**config.mk**
```make
export PLATFORM = sky130hd
export DESIGN_NAME = gate_driver_spi_arbiter
export DESIGN_NICKNAME = d
export VERILOG_FILES = /design/src/rtl/gate_driver_spi_arbiter_pkg.sv /design/src/rtl/gate_driver_spi_prio_sel.sv /design/src/rtl/gate_driver_spi_arbiter.sv
export SDC_FILE = /design/constraint.sdc
export NUM_CORES = 1
export LEC_CHECK = 0
export CORE_MARGIN = 4
export CORE_UTILIZATION = 46
export DETAILED_ROUTE_END_ITERATION = 10
export GPL_ROUTABILITY_DRIVEN = 0
export PLACE_DENSITY_LB_ADDON = 0.12
export REMOVE_ABC_BUFFERS = 1
export SYNTH_ARGS = -nofsm -noshare
export SYNTH_HDL_FRONTEND = slang
export SYNTH_SLANG_ARGS = --single-unit
```
**constraint.sdc**
```tcl
create_clock -name sys_clk -period 4.5 [get_ports sys_clk]
set_input_delay 1.35 -clock sys_clk [delete_from_list [all_inputs] [get_ports sys_clk]]
set_output_delay 1.35 -clock sys_clk [all_outputs]
set_load 0.02 [all_outputs]
```
**src/rtl/gate_driver_spi_arbiter_pkg.sv**
```systemverilog
// Shared parameters and state encoding for the gate-driver SPI arbiter.
package gate_driver_spi_arbiter_pkg;

    // Default SPI frame width and read-address width used across the project.
    localparam int SPI_FRAME_WIDTH = 16;
    localparam int DATA_WIDTH      = 16;

    // Arbiter transaction states.
    typedef enum logic [1:0] {
        ST_IDLE      = 2'd0,
        ST_ISSUE     = 2'd1,
        ST_WAIT_DONE = 2'd2,
        ST_RESPOND   = 2'd3
    } arb_state_e;

    // Data captured on completion: read data only for reads that really finished.
    function automatic logic [SPI_FRAME_WIDTH-1:0] resp_data(
        input logic                       is_read,
        input logic                       phy_ok,
        input logic [SPI_FRAME_WIDTH-1:0] rd_data
    );
        if (is_read && phy_ok) begin
            return rd_data;
        end else begin
            return {SPI_FRAME_WIDTH{1'b0}};
        end
    endfunction

endpackage

```
**src/rtl/gate_driver_spi_prio_sel.sv**
```systemverilog
// Two-way fixed-priority selector: requester 0 wins unless requester 1 is starved.
module gate_driver_spi_prio_sel
    import gate_driver_spi_arbiter_pkg::*;
#(
    parameter int STARVE_MAX = 4,
    parameter int CNT_W      = 3
) (
    input  logic             i_req0_valid,
    input  logic             i_req1_valid,
    input  logic [CNT_W-1:0] i_starve_cnt,
    output logic             o_gnt_valid,
    output logic             o_gnt_id
);

    // Pick a winner among the valid requesters.
    always_comb begin
        o_gnt_valid = i_req0_valid | i_req1_valid;
        o_gnt_id    = 1'b0;
        if (i_req1_valid && (!i_req0_valid || (i_starve_cnt == CNT_W'(STARVE_MAX)))) begin
            o_gnt_id = 1'b1;
        end else begin
            o_gnt_id = 1'b0;
        end
    end

endmodule

```
**src/rtl/gate_driver_spi_arbiter.sv**
```systemverilog
// Arbitrates the init/monitor unit (req0) and the diagnostic host (req1)
// onto a single SPI PHY, one transaction at a time, with a PHY timeout.
module gate_driver_spi_arbiter
    import gate_driver_spi_arbiter_pkg::*;
#(
    parameter int FRAME_W     = SPI_FRAME_WIDTH,
    parameter int ADDR_W      = DATA_WIDTH,
    parameter int TIMEOUT_CYC = 4096,
    parameter int STARVE_MAX  = 4
) (
    input  logic               sys_clk,
    input  logic               reset,
    input  logic               req0_valid,
    input  logic               req0_is_read,
    input  logic [FRAME_W-1:0] req0_wdata,
    input  logic [ADDR_W-1:0]  req0_raddr,
    output logic               req0_ready,
    output logic               req0_done,
    output logic [FRAME_W-1:0] req0_rdata,
    output logic               req0_timeout,
    input  logic               req1_valid,
    input  logic               req1_is_read,
    input  logic [FRAME_W-1:0] req1_wdata,
    input  logic [ADDR_W-1:0]  req1_raddr,
    output logic               req1_ready,
    output logic               req1_done,
    output logic [FRAME_W-1:0] req1_rdata,
    output logic               req1_timeout,
    output logic [FRAME_W-1:0] phy_wr_data,
    output logic [ADDR_W-1:0]  phy_rd_addr,
    output logic               phy_wr_valid,
    output logic               phy_rd_enable,
    input  logic [FRAME_W-1:0] phy_rd_data,
    input  logic               phy_done,
    input  logic               phy_busy,
    output logic               arb_busy
);

    localparam int TO_W = $clog2(TIMEOUT_CYC) + 1;
    localparam int SC_W = $clog2(STARVE_MAX + 1);

    arb_state_e         r_state;
    arb_state_e         w_next_state;
    logic               w_gnt_valid;
    logic               w_gnt_id;
    logic [SC_W-1:0]    r_starve_cnt;
    logic [TO_W-1:0]    r_to_cnt;
    logic               w_to_hit;
    logic               w_resp;
    logic [FRAME_W-1:0] w_resp_data;
    logic               r_owner;
    logic               r_is_read;
    logic [FRAME_W-1:0] r_phy_wr_data;
    logic [ADDR_W-1:0]  r_phy_rd_addr;
    logic               r_phy_wr_valid;
    logic               r_phy_rd_enable;
    logic               r_req0_ready;
    logic               r_req1_ready;
    logic               r_req0_done;
    logic               r_req1_done;
    logic               r_req0_timeout;
    logic               r_req1_timeout;
    logic [FRAME_W-1:0] r_req0_rdata;
    logic [FRAME_W-1:0] r_req1_rdata;
    logic               r_arb_busy;

    gate_driver_spi_prio_sel #(
        .STARVE_MAX (STARVE_MAX),
        .CNT_W      (SC_W)
    ) u_prio_sel (
        .i_req0_valid (req0_valid),
        .i_req1_valid (req1_valid),
        .i_starve_cnt (r_starve_cnt),
        .o_gnt_valid  (w_gnt_valid),
        .o_gnt_id     (w_gnt_id)
    );

    // phy_done wins over a simultaneous timeout, so a late-but-valid answer is kept.
    assign w_to_hit    = (r_to_cnt == TO_W'(TIMEOUT_CYC - 1));
    assign w_resp      = (r_state == ST_WAIT_DONE) && (phy_done || w_to_hit);
    assign w_resp_data = FRAME_W'(resp_data(r_is_read, phy_done, SPI_FRAME_WIDTH'(phy_rd_data)));

    // FSM state register.
    always_ff @(posedge sys_clk) begin
        if (reset) begin
            r_state <= ST_IDLE;
        end else begin
            r_state <= w_next_state;
        end
    end

    // Next-state decode.
    always_comb begin
        w_next_state = r_state;
        case (r_state)
            ST_IDLE: begin
                if (w_gnt_valid) w_next_state = ST_ISSUE;
                else             w_next_state = ST_IDLE;
            end
            ST_ISSUE: begin
                if (!phy_busy) w_next_state = ST_WAIT_DONE;
                else           w_next_state = ST_ISSUE;
            end
            ST_WAIT_DONE: begin
                if (phy_done || w_to_hit) w_next_state = ST_RESPOND;
                else                      w_next_state = ST_WAIT_DONE;
            end
            ST_RESPOND: w_next_state = ST_IDLE;
            default:    w_next_state = ST_IDLE;
        endcase
    end

    // Count consecutive req0 wins while req1 waits; saturates at STARVE_MAX.
    always_ff @(posedge sys_clk) begin
        if (reset || !req1_valid) begin
            r_starve_cnt <= {SC_W{1'b0}};
        end else if ((r_state == ST_IDLE) && w_gnt_valid) begin
            if (w_gnt_id) begin
                r_starve_cnt <= {SC_W{1'b0}};
            end else if (r_starve_cnt != SC_W'(STARVE_MAX)) begin
                r_starve_cnt <= r_starve_cnt + SC_W'(1);
            end else begin
                r_starve_cnt <= r_starve_cnt;
            end
        end else begin
            r_starve_cnt <= r_starve_cnt;
        end
    end

    // Grant: pulse the winner's ready and latch its payload and identity.
    always_ff @(posedge sys_clk) begin
        if (reset) begin
            r_req0_ready  <= 1'b0;
            r_req1_ready  <= 1'b0;
            r_owner       <= 1'b0;
            r_is_read     <= 1'b0;
            r_phy_wr_data <= {FRAME_W{1'b0}};
            r_phy_rd_addr <= {ADDR_W{1'b0}};
        end else if ((r_state == ST_IDLE) && w_gnt_valid) begin
            r_req0_ready  <= ~w_gnt_id;
            r_req1_ready  <= w_gnt_id;
            r_owner       <= w_gnt_id;
            r_is_read     <= w_gnt_id ? req1_is_read : req0_is_read;
            r_phy_wr_data <= w_gnt_id ? req1_wdata : req0_wdata;
            r_phy_rd_addr <= w_gnt_id ? req1_raddr : req0_raddr;
        end else begin
            r_req0_ready  <= 1'b0;
            r_req1_ready  <= 1'b0;
        end
    end

    // PHY start strobe once the PHY is free, and the issue-to-done timeout counter.
    always_ff @(posedge sys_clk) begin
        if (reset) begin
            r_phy_wr_valid  <= 1'b0;
            r_phy_rd_enable <= 1'b0;
            r_to_cnt        <= {TO_W{1'b0}};
        end else begin
            r_phy_wr_valid  <= 1'b0;
            r_phy_rd_enable <= 1'b0;
            if ((r_state == ST_ISSUE) && !phy_busy) begin
                r_phy_wr_valid  <= ~r_is_read;
                r_phy_rd_enable <= r_is_read;
                r_to_cnt        <= {TO_W{1'b0}};
            end else if ((r_state == ST_WAIT_DONE) && !w_resp) begin
                r_to_cnt <= r_to_cnt + TO_W'(1);
            end else begin
                r_to_cnt <= r_to_cnt;
            end
        end
    end

    // Completion: owner's done/timeout pulse; rdata holds between completions.
    always_ff @(posedge sys_clk) begin
        if (reset) begin
            r_req0_done    <= 1'b0;
            r_req1_done    <= 1'b0;
            r_req0_timeout <= 1'b0;
            r_req1_timeout <= 1'b0;
            r_req0_rdata   <= {FRAME_W{1'b0}};
            r_req1_rdata   <= {FRAME_W{1'b0}};
        end else begin
            r_req0_done    <= w_resp && !r_owner;
            r_req1_done    <= w_resp && r_owner;
            r_req0_timeout <= w_resp && !r_owner && !phy_done;
            r_req1_timeout <= w_resp && r_owner && !phy_done;
            if (w_resp && !r_owner) r_req0_rdata <= w_resp_data;
            else                    r_req0_rdata <= r_req0_rdata;
            if (w_resp && r_owner)  r_req1_rdata <= w_resp_data;
            else                    r_req1_rdata <= r_req1_rdata;
        end
    end

    // Busy flag tracks the state the FSM is entering.
    always_ff @(posedge sys_clk) begin
        if (reset) begin
            r_arb_busy <= 1'b0;
        end else begin
            r_arb_busy <= (w_next_state != ST_IDLE);
        end
    end

    assign req0_ready    = r_req0_ready;
    assign req1_ready    = r_req1_ready;
    assign req0_done     = r_req0_done;
    assign req1_done     = r_req1_done;
    assign req0_timeout  = r_req0_timeout;
    assign req1_timeout  = r_req1_timeout;
    assign req0_rdata    = r_req0_rdata;
    assign req1_rdata    = r_req1_rdata;
    assign phy_wr_data   = r_phy_wr_data;
    assign phy_rd_addr   = r_phy_rd_addr;
    assign phy_wr_valid  = r_phy_wr_valid;
    assign phy_rd_enable = r_phy_rd_enable;
    assign arb_busy      = r_arb_busy;

endmodule

```
==> summary.md, run 1 <==
| Metric | Value |
|---|---|
| Flop pwr share | 0.460 |
| Total Neg Setup Slack | 0 ns |
| Avg WL per Cell | roughly 16 um |
| Vias per cell | between 5 and 6 |
| Post-cts sizing count | 0 |
| Max-Cap Viols | 0 |
| First-pass GRT wire length | between 15 and 20 mm |
| Die area | around 0.01 mm2 |
| Leading post-synthesis cells by cell area | dfxtp_1 47%, nand2_1 7.8%, a311oi_1 7.3% |
| ANT cells | 0 |
| Reg clk slew, reported paths | roughly 0.090 ns |
| Die Y | slightly above 100 um |
| Synth warn | 0 |
| Global route overflow | 0 |
| Final setup vio count | 0 |
| Fmax | between 300 and 400 MHz |
| I/O pin cnt | between 150 and 200 |
| Worst r2r src | r_state[0]$_SDFF_PP0_ |
| Final Util | 0.697 |
| Setup repair bufs after CTS | 0 |
| Row count | 33 |
| Final Hold Viols | 0 |
| DR pass1 iterations | 4 |
| Vias | approximately 4,000 |
| Min-delay src | r_to_cnt[12]$_SDFFE_PP0P_ |
| Design Area, Final | between 0.005 and 0.006 mm2 |
| Internal reg-to-reg setup slack | between 2 and 2.5 ns |
| Placed insts | between 700 and 800 |
| Share of layout cells above drive strength 1 | 0.0568 |
| DP Area | between 0.005 and 0.006 mm2 |
| Nets | between 700 and 800 |
| Cells along the critical path | clkdlybuf4s50_1 > o21a_2 > buf_4 > nor2_1 > a311oi_1 |
| Clk buf depth | 2 |
| CP Launch Type | primary input |
| Critical Path Fanout Max | 36 |
| Final instance count without filler cells | between 700 and 800 |
| Total power | roughly 2 mW |
| Syn Inst Count | around 470 |
| Element type at the critical path end | register |
| # DRC | 0 |
| Leakage power | about 2 nW |
| Peak supply drop | 0.000210 V |
| Die Span X | just over 100 um |
| Distinct cells, synth | 47 |
| Synth Flop Type | dfxtp_1 |
| Cell Pwr Density | approximately 340 mW/mm2 |
| Most frequent cells in the layout | 159 x clkdlybuf4s50_1, 93 x dfxtp_1, 82 x nand2_1, 44 x a21oi_1, 40 x nor2_1 |
| CTS tree | yes |
| Slowest cell on crit path | clkdlybuf4s50_1 |
| Post-CTS Hold Buffers | 0 |
| Yosys top cell area share | 0.470 |
| CTS root buffer | clkbuf_8 |
| Syn avg cell area | roughly 8.4 um2 |
| Overall Global Routing Usage | 0.217 |
| Comb power frac | 0.197 |
| RR Endpoint | phy_rd_addr[15]$_SDFFE_PP0P_ |
| Critical Path AT | 3.23 ns |
| Status | finished clean |
| Tmin final | between 2 and 3 ns |
| Critical path required time | roughly 4.8 ns |
| Sequential element share of the synthesized area | 0.470 |
| Worst r2r path cells | 5 |
| Commonest non-fill, non-tap cell in the layout | clkdlybuf4s50_1 |
| Port Buffers | 160 |
| Core area | 0.00830 mm2 |
| Worst hold path class | register to register |
| Initial Utilization | 0.478 |
| Sw Share | 0.265 |
| CTS Buf Count | 9 |
| Pin count of the biggest net entering global routing | 42 |
| Post-Syn Area | a little under 0.004 mm2 |
| Critical path origin | req0_valid |
| Switching power | roughly 0.52 mW |
| Hold Crit Endpoint | r_to_cnt[12]$_SDFFE_PP0P_ |
| Area of the multi-input gates | 0.00189 mm2 |
| Worst path max stage delay | ~0.56 ns |
| CP Class | primary input to register |
| RSZ-0062 raised after global routing | no |
| Iteration-0 DRC Markers | 122 |
| # clock sinks | 93 |
| Post-route ant nets | 0 |
| Final slew viol count | 0 |
| Asr flop ratio synth | 0 |
| Worst-margin pin slew | roughly 0.76 ns |
| Post-detail-place hpwl | slightly above 8 mm |
| Relative slew slack | 0.492 |
| Filler cell count | 700 |
| Vias in the first global route | 3,825 |
| Largest area contributor in the netlist | dfxtp_1 |
| Seq. cell area | between 0.0015 and 0.002 mm2 |
| Clock skew | between 0.006 and 0.007 ns |
| Aggregate routed wire length | approximately 11 mm |
| Worst hold path depth | 1 |
| Clk_lat worst skew | 0.35 ns |
| Synthesized flop and latch total | 93 |
| Clock power share | 0.343 |
| Number of synthesized flops with an enable pin | 0 |
| Area grow syn2layout | 46.0% |
| Final Cycle Share | 0.660 |
| Pint | between 1 and 1.5 mW |
| CTS H-tree depth | 3 |
| Antenna violations before repair | 0 |
==> worst max-delay path, delay by kind of cell <==
kind | cells | cell delay, ns
AOI/OAI and AO/OA | 2 | 0.78
buffers and inverters | 2 | 0.99
and+or+nand+nor | 1 | 0.09
==> registers in the layout, summed over array words and instances, names as in the netlist, 2 cells and up <==
name          cells
phy_rd_addr      16
phy_wr_data      16
r_starve_cnt      3
r_state           2
r_to_cnt         13
req0_rdata       16
req1_rdata       16
==> metal layers <==
metal / wire length, um / share of wire / global-route usage
met5: 0 / 0 / 0
met4: 171 / 0.015 / 0.0580
met3: 1070 / 0.094 / 0.0768
met2: 5480 / 0.48 / 0.368
met1: 4680 / 0.41 / 0.261
==> synth_stat cells, types with 4 or more instances <==
master	instances
nand3_1	34
a311oi_1	33
buf_6	4
a21oi_1	44
inv_1	5
nand2b_1	6
nand4_1	5
dfxtp_1	93
o21ai_0	11
o31ai_1	4
and2_1	5
nor2_1	40
or4_1	5
clkbuf_1	12
o21ai_1	31
nor3_1	4
buf_2	18
nand2_1	82
==> power by group through the flow <==
stage / Clock, mW / Sequential (mW) / Combinational (mW)
after global placement: 0 / 0.918 / 0.382
final: 0.672 / 0.899 / 0.386
after global routing: 0.720 / 0.907 / 0.416
after floorplan: 0 / 0.965 / 0.123
after detailed placement: 0 / 0.918 / 0.387
after CTS: 0.684 / 0.900 / 0.389
==> worst max path at each step <==
stage	cells after the start	slack, ns	end
finish	5	1.53	phy_rd_addr[15]$_SDFFE_PP0P_
global route	5	1.40	phy_wr_data[8]$_SDFFE_PP0P_
CTS	5	1.55	phy_rd_addr[9]$_SDFFE_PP0P_
detailed placement	5	1.18	phy_rd_addr[9]$_SDFFE_PP0P_
global placement	6	1.26	phy_rd_addr[8]$_SDFFE_PP0P_
floorplan	3	1.60	phy_rd_addr[0]$_SDFFE_PP0P_
==> cell type report <==
| cell class | count | area share |
|---|---|---|
| Multi-Input combinational cell | 337 | 0.327 |
| Sequential cell | 93 | 0.322 |
| Timing Repair Buffer | 165 | 0.282 |
| Clock buffer | 10 | 0.0238 |
| Tap cell | 105 | 0.0227 |
| Clock inverter | 6 | 0.0190 |
| Inverter | 5 | 0.00324 |
==> through the flow <==
| step | worst slack (ns) | hold WS, ns |
|---|---|---|
| 6_report | 1.53 | 0.473 |
| 3_5_place_dp | 1.18 | 0.456 |
| 5_1_grt | 1.40 | 0.485 |
| 2_1_floorplan | 1.60 | 0.427 |
| 3_3_place_gp | 1.26 | 0.451 |
| 4_1_cts | 1.55 | 0.469 |
==> cells by family (layout without fill, tap and decap cells) <==
logic type	count (synthesis)	after routing	share of synthesized area
AND/OR/NAND/NOR	198	198	0.245
AO/OA/AOI/OAI	135	135	0.220
flip-flops	93	93	0.470
buffers and inverters	42	186	0.0533
adder cells (fa/ha/maj)	3	3	0.00947
XOR/XNOR	1	1	0.00221
No activity file was read; power rests on OpenSTA's default activity.
==> run 2, diff against run 1 <==
Settings changed: CORE_UTILIZATION 46 to 43.
Clock period 4.5 ns to 2.9 ns, I/O delays scaled along.
==> run 2 against run 1 <==
Effect of this change: flip-flop and latch count unchanged; cell count increased by 0.55%; die area grew 6.4%; critical path type unchanged; critical endpoint is now phy_rd_addr[2]$_SDFFE_PP0P_; largest cell class unchanged.
==> summary.md, run 2 (same netlist as run 1, synthesis figures left out) <==
| Metric | Value |
|---|---|
| Final Cycle Share | 0.768 |
| Post-cts sizing count | 0 (unchanged) |
| First-pass GRT wire length | 19.1 mm (was 17.9 mm) |
| Global route overflow | 0 (unchanged) |
| Peak supply drop | 0.000276 V (was 0.000210 V) |
| Total Neg Setup Slack | 0 ns (unchanged) |
| Die Span X | 104 um (was 101 um) |
| Placed insts | 709 (was 705) |
| Tmin final | between 2 and 2.5 ns |
| CTS tree | yes (unchanged) |
| Relative slew slack | 0.493 (was 0.492) |
| Core area | 0.00885 mm2 (was 0.00830 mm2) |
| Worst-margin pin slew | 0.759 ns (was 0.762 ns) |
| ANT cells | 0 (unchanged) |
| Worst r2r src | r_to_cnt[0]$_SDFFE_PP0P_ (was r_state[0]$_SDFF_PP0_) |
| Post-route ant nets | 0 (unchanged) |
| Port Buffers | 160 (unchanged) |
| Setup repair bufs after CTS | 0 (unchanged) |
| Final Hold Viols | 0 (unchanged) |
| Leakage power | 2.03 nW (was 2.04 nW) |
| Reg clk slew, reported paths | 0.10 ns (was 0.09 ns) |
| Aggregate routed wire length | 11.9 mm (was 11.4 mm) |
| Clock skew | 0.0129 ns (was 0.00684 ns) |
| Die area | 0.0108 mm2 (was 0.0102 mm2) |
| Overall Global Routing Usage | 0.213 (was 0.217) |
| Commonest non-fill, non-tap cell in the layout | clkdlybuf4s50_1 (unchanged) |
| Row count | 34 (was 33) |
| Max-Cap Viols | 0 (unchanged) |
| Iteration-0 DRC Markers | 175 (was 122) |
| DR pass1 iterations | 4 (unchanged) |
| Design Area, Final | 0.00577 mm2 (was 0.00579 mm2) |
| Final slew viol count | 0 (unchanged) |
| Status | finished clean (unchanged) |
| CP Class | primary input to register (unchanged) |
| Final setup vio count | 0 (unchanged) |
| CTS Buf Count | 9 (unchanged) |
| Most frequent cells in the layout | 159 x clkdlybuf4s50_1, 93 x dfxtp_1, 82 x nand2_1, 44 x a21oi_1, 40 x nor2_1 (unchanged) |
| CTS H-tree depth | 3 (unchanged) |
| Vias | 3,954 (was 4,000) |
| CTS root buffer | clkbuf_8 (unchanged) |
| Worst r2r path cells | 5 (unchanged) |
| CP Launch Type | primary input (unchanged) |
| Element type at the critical path end | register (unchanged) |
| Antenna violations before repair | 0 (unchanged) |
| Worst slack at placement | 0.314 ns (was 1.18 ns) |
| Clk_lat worst skew | 0.36 ns (was 0.35 ns) |
| Internal reg-to-reg setup slack | 0.90 ns (was 2.38 ns) |
| Hold Crit Endpoint | r_to_cnt[12]$_SDFFE_PP0P_ (unchanged) |
| Nets | 703 (was 702) |
| Initial Utilization | 0.448 (was 0.478) |
| Post-CTS Hold Buffers | 0 (unchanged) |
| I/O pin cnt | 161 (unchanged) |
| Critical Path AT | 2.49 ns (was 3.23 ns) |
| DP Area | 0.00557 mm2 (was 0.00554 mm2) |
| Post-detail-place hpwl | 8.37 mm (was 8.09 mm) |
| Area grow syn2layout | 45.6% (was 46.0%) |
| Clk buf depth | 2 (unchanged) |
| Min-delay src | r_to_cnt[12]$_SDFFE_PP0P_ (unchanged) |
| Vias per cell | 5.45 (was 5.55) |
| Fmax | roughly 450 MHz |
| # clock sinks | 93 (unchanged) |
| # DRC | 0 (unchanged) |
| Final worst slack | 0.671 ns (was 1.53 ns) |
| Vias in the first global route | 3,926 (was 3,825) |
| Worst hold path depth | 1 (unchanged) |
| Pin count of the biggest net entering global routing | 68 (was 42) |
| Cell Pwr Density | 499 mW/mm2 (was 338 mW/mm2) |
| Share of layout cells above drive strength 1 | 0.0567 (was 0.0568) |
| Worst hold path class | register to register (unchanged) |
| Final instance count without filler cells | 725 (was 721) |
| Critical path required time | 3.16 ns (was 4.76 ns) |
| Die Y | 104 um (was 101 um) |
| RR Endpoint | r_to_cnt[6]$_SDFFE_PP0P_ (was phy_rd_addr[15]$_SDFFE_PP0P_) |
| Critical Path Fanout Max | 29 (was 36) |
| Avg WL per Cell | 16.4 um (was 15.8 um) |
| Final Util | 0.652 (was 0.697) |
| RSZ-0062 raised after global routing | no (unchanged) |
==> run 2: cell types whose count changed in the layout (fill, tap and decap cells not counted), sizes merged <==
| cell | delta |
|---|---|
| bufinv | -2 |
| inv | +2 |
| buf | +1 |
==> run 2: area by class of cell <==
class,instances,area (um2)
clock buffer,10,128
clock inverter,6,71.3
fill,773,3080
inverter,5,18.8
multi-input combinational,337,1890
sequential,93,1860
tap,108,135
timing repair buffer,166,1670
==> run 2: metrics by stage <==
| step | hold slack [ns] | power (mW) |
|---|---|---|
| 3_3_place_gp | 0.453 | 2.03 |
| 4_1_cts | 0.470 | 2.91 |
| 6_report | 0.470 | 2.88 |
| 5_1_grt | 0.482 | 3.02 |
| 3_5_place_dp | 0.456 | 2.03 |
| 2_1_floorplan | 0.427 | 1.69 |
==> run 2: worst max path at each step <==
stage	from	slack, ns	cells after the start	end
6_report	req0_valid	0.67	6	phy_rd_addr[2]$_SDFFE_PP0P_
5_1_grt	req0_valid	0.60	6	phy_wr_data[3]$_SDFFE_PP0P_
4_1_cts	phy_wr_data[15]$_SDFFE_PP0P_	0.66	1	phy_wr_data[15]
3_5_place_dp	req0_valid	0.31	6	phy_rd_addr[12]$_SDFFE_PP0P_
3_3_place_gp	phy_done	0.40	5	r_to_cnt[9]$_SDFFE_PP0P_
2_1_floorplan	req0_valid	0.48	3	phy_rd_addr[0]$_SDFFE_PP0P_
==> run 2: per-layer routing <==
metal,GRT usage,routed length [um],share of wire
met3,0.0968,1210,0.10
met2,0.372,5830,0.49
met5,0,0,0
met4,0.0513,136,0.011
met1,0.236,4690,0.40
==> run 2: power breakdown <==
group	internal [mW]	leakage [nW]	total, mW	switching, mW
sequential	1.35	0.759	1.39	0.0446
combinational	0.297	1.18	0.610	0.313
clock	0.407	0.0935	0.876	0.469
==> run 2: critical path, stage by stage <==
cell and delay, ns:
clkdlybuf4s50_1 0.55, a21bo_2 0.26, nand2_1 0.22, buf_12 0.22
nand2_1 0.08, a311oi_1 0.28
==> run 3, diff against run 2 <==
Clock period 2.9 ns to 2.28 ns, I/O delays scaled along.
==> run 3 against run 2 <==
Effect of this change: critical endpoint is now phy_rd_addr[1]; core utilization increased by 1.5 points; total power up 32%; worst setup slack got worse by 0.43 ns; global-route usage decreased by 0.42 points; first-iteration DRC count shrank 18%.
==> summary.md, run 3 (same netlist as run 1, synthesis figures left out) <==
| Metric | Value |
|---|---|
| Internal reg-to-reg setup slack | 0.32 ns (was 0.90 ns) |
| Seq. cell area | 0.00186 mm2 (unchanged) |
| Total power | 3.80 mW (was 2.88 mW) |
| CTS H-tree depth | 3 (unchanged) |
| Clk buf depth | 2 (unchanged) |
| Critical path required time | 1.60 ns (was 3.16 ns) |
| CP Launch Type | register (was primary input) |
| Filler cell count | 751 (was 773) |
| Worst r2r src | r_to_cnt[0]$_SDFFE_PP0P_ (unchanged) |
| Post-detail-place hpwl | 8.33 mm (was 8.37 mm) |
| Final instance count without filler cells | 735 (was 725) |
| Global route overflow | 0 (unchanged) |
| Clk_lat worst skew | 0.37 ns (was 0.36 ns) |
| Overall Global Routing Usage | 0.209 (was 0.213) |
| Initial Utilization | 0.448 (unchanged) |
| Final slew viol count | 0 (unchanged) |
| Relative slew slack | 0.495 (was 0.493) |
| Port Buffers | 160 (unchanged) |
| Critical Path Fanout Max | 2 (was 29) |
| Clock skew | 0.0168 ns (was 0.0129 ns) |
| Final Hold Viols | 0 (unchanged) |
| Worst-margin pin slew | 0.756 ns (was 0.759 ns) |
| Placed insts | 719 (was 709) |
| Final worst slack | 0.237 ns (was 0.671 ns) |
| First-pass GRT wire length | 18.7 mm (was 19.1 mm) |
| Worst path max stage delay | 0.65 ns (was 0.55 ns) |
| Share of layout cells above drive strength 1 | 0.0734 (was 0.0567) |
| Commonest non-fill, non-tap cell in the layout | clkdlybuf4s50_1 (unchanged) |
| Critical Path AT | 1.36 ns (was 2.49 ns) |
| ANT cells | 0 (unchanged) |
| # clock sinks | 93 (unchanged) |
| Setup repair bufs after CTS | 0 (unchanged) |
| Element type at the critical path end | primary output (was register) |
| WP buf/inv | 1 (was 2) |
| Worst hold path depth | 1 (unchanged) |
| DR pass1 iterations | 4 (unchanged) |
| Avg WL per Cell | 15.9 um (was 16.4 um) |
| RSZ-0062 raised after global routing | no (unchanged) |
| Die area | 0.0108 mm2 (unchanged) |
| Post-CTS Hold Buffers | 0 (unchanged) |
| RR Endpoint | req0_rdata[4]$_SDFFE_PP0P_ (was r_to_cnt[6]$_SDFFE_PP0P_) |
| CTS root buffer | clkbuf_8 (unchanged) |
| Cell Pwr Density | 642 mW/mm2 (was 499 mW/mm2) |
| Delay-heaviest family, CP | buffers and inverters (unchanged) |
| Antenna violations before repair | 0 (unchanged) |
| Iteration-0 DRC Markers | 143 (was 175) |
| Die Y | 104 um (unchanged) |
| Vias | 3,987 (was 3,954) |
| Nets | 713 (was 703) |
| Reg clk slew, reported paths | 0.09 ns (was 0.10 ns) |
| Final setup vio count | 0 (unchanged) |
| Worst hold path class | register to register (unchanged) |
| Vias in the first global route | 3,997 (was 3,926) |
| CTS tree | yes (unchanged) |
| Area of the multi-input gates | 0.00189 mm2 (unchanged) |
| I/O pin cnt | 161 (unchanged) |
| Cells along the critical path | clkdlybuf4s50_1 (was clkdlybuf4s50_1 > a21bo_2 > nand2_1 > buf_12 > nand2_1 > a311oi_1) |
| Fmax | about 500 MHz |
| Hold Crit Endpoint | r_to_cnt[12]$_SDFFE_PP0P_ (unchanged) |
| Post-route ant nets | 0 (unchanged) |
| Aggregate routed wire length | 11.7 mm (was 11.9 mm) |
| Vias per cell | 5.42 (was 5.45) |
| Die Span X | 104 um (unchanged) |
| Total Neg Setup Slack | 0 ns (unchanged) |
| Core area | 0.00885 mm2 (unchanged) |
| Leakage power | 2.10 nW (was 2.03 nW) |
| Row count | 34 (unchanged) |
| Pin count of the biggest net entering global routing | 78 (was 68) |
| Peak supply drop | 0.000332 V (was 0.000276 V) |
| CP Class | register to primary output (was primary input to register) |
| Status | finished clean (unchanged) |
| Final Cycle Share | 0.896 |
| Min-delay src | r_to_cnt[12]$_SDFFE_PP0P_ (unchanged) |
| Tmin final | approximately 2.0 ns |
| Most frequent cells in the layout | 159 x clkdlybuf4s50_1, 93 x dfxtp_1, 82 x nand2_1, 44 x a21oi_1, 40 x nor2_1 (unchanged) |
| Post-cts sizing count | 0 (unchanged) |
| CTS Buf Count | 9 (unchanged) |
| Worst slack at placement | 0.0405 ns (was 0.314 ns) |
| Area grow syn2layout | 49.1% (was 45.6%) |
| Max-Cap Viols | 0 (unchanged) |
| Worst r2r path cells | 5 (unchanged) |
| # DRC | 0 (unchanged) |
| Slowest cell on crit path | clkdlybuf4s50_1 (unchanged) |
## run 3: cell count changes in the layout (fill, tap and decap cells not counted)
cell       previous run  this run
inv_6                 2         1
bufinv_16             1         2
buf_12                2         5
clkinv_2              0         1
clkbuf_1              1         0
buf_4                 4        11
## run 3: final cells by class
class,instances,area share
timing repair buffer,176,0.301
multi-input combinational,337,0.320
clock buffer,9,0.0210
inverter,5,0.00318
clock inverter,7,0.0165
tap,108,0.0229
sequential,93,0.315
## run 3: worst max-delay path by stage
stage	start	endpoint	slack, ns	cells past startpoint
2_1_floorplan	req0_valid	phy_rd_addr[0]$_SDFFE_PP0P_	0.04	3
3_3_place_gp	phy_done	r_to_cnt[4]$_SDFFE_PP0P_	0.07	6
3_5_place_dp	phy_done	r_to_cnt[4]$_SDFFE_PP0P_	0.04	6
4_1_cts	phy_wr_data[10]$_SDFFE_PP0P_	phy_wr_data[10]	0.22	1
5_1_grt	phy_rd_addr[1]$_SDFFE_PP0P_	phy_rd_addr[1]	0.17	1
6_report	phy_rd_addr[1]$_SDFFE_PP0P_	phy_rd_addr[1]	0.24	1
## run 3: routing by layer
layer	global-route usage	routed length [um]	up-vias
li1	-	-	1989
met1	0.220	4580	1837
met2	0.367	5590	139
met3	0.0844	1200	22
met4	0.0902	318	0
met5	0	0	-
## run 3: power by group
part           switching [mW]  total [mW]  internal, mW  leakage, nW
Combinational           0.401       0.799         0.399         1.24
Sequential             0.0558        1.77          1.72        0.759
Clock                   0.603        1.22         0.621        0.106
## run 3: through the flow
step | utilization | area [um2] | hold slack (ns)
after floorplan | - | 3770 | 0.427
after global placement | 0.643 | 5690 | 0.455
after detailed placement | 0.643 | 5690 | 0.455
after CTS | 0.668 | 5910 | 0.473
after global routing | 0.668 | 5910 | 0.492
final | 0.668 | 5910 | 0.471
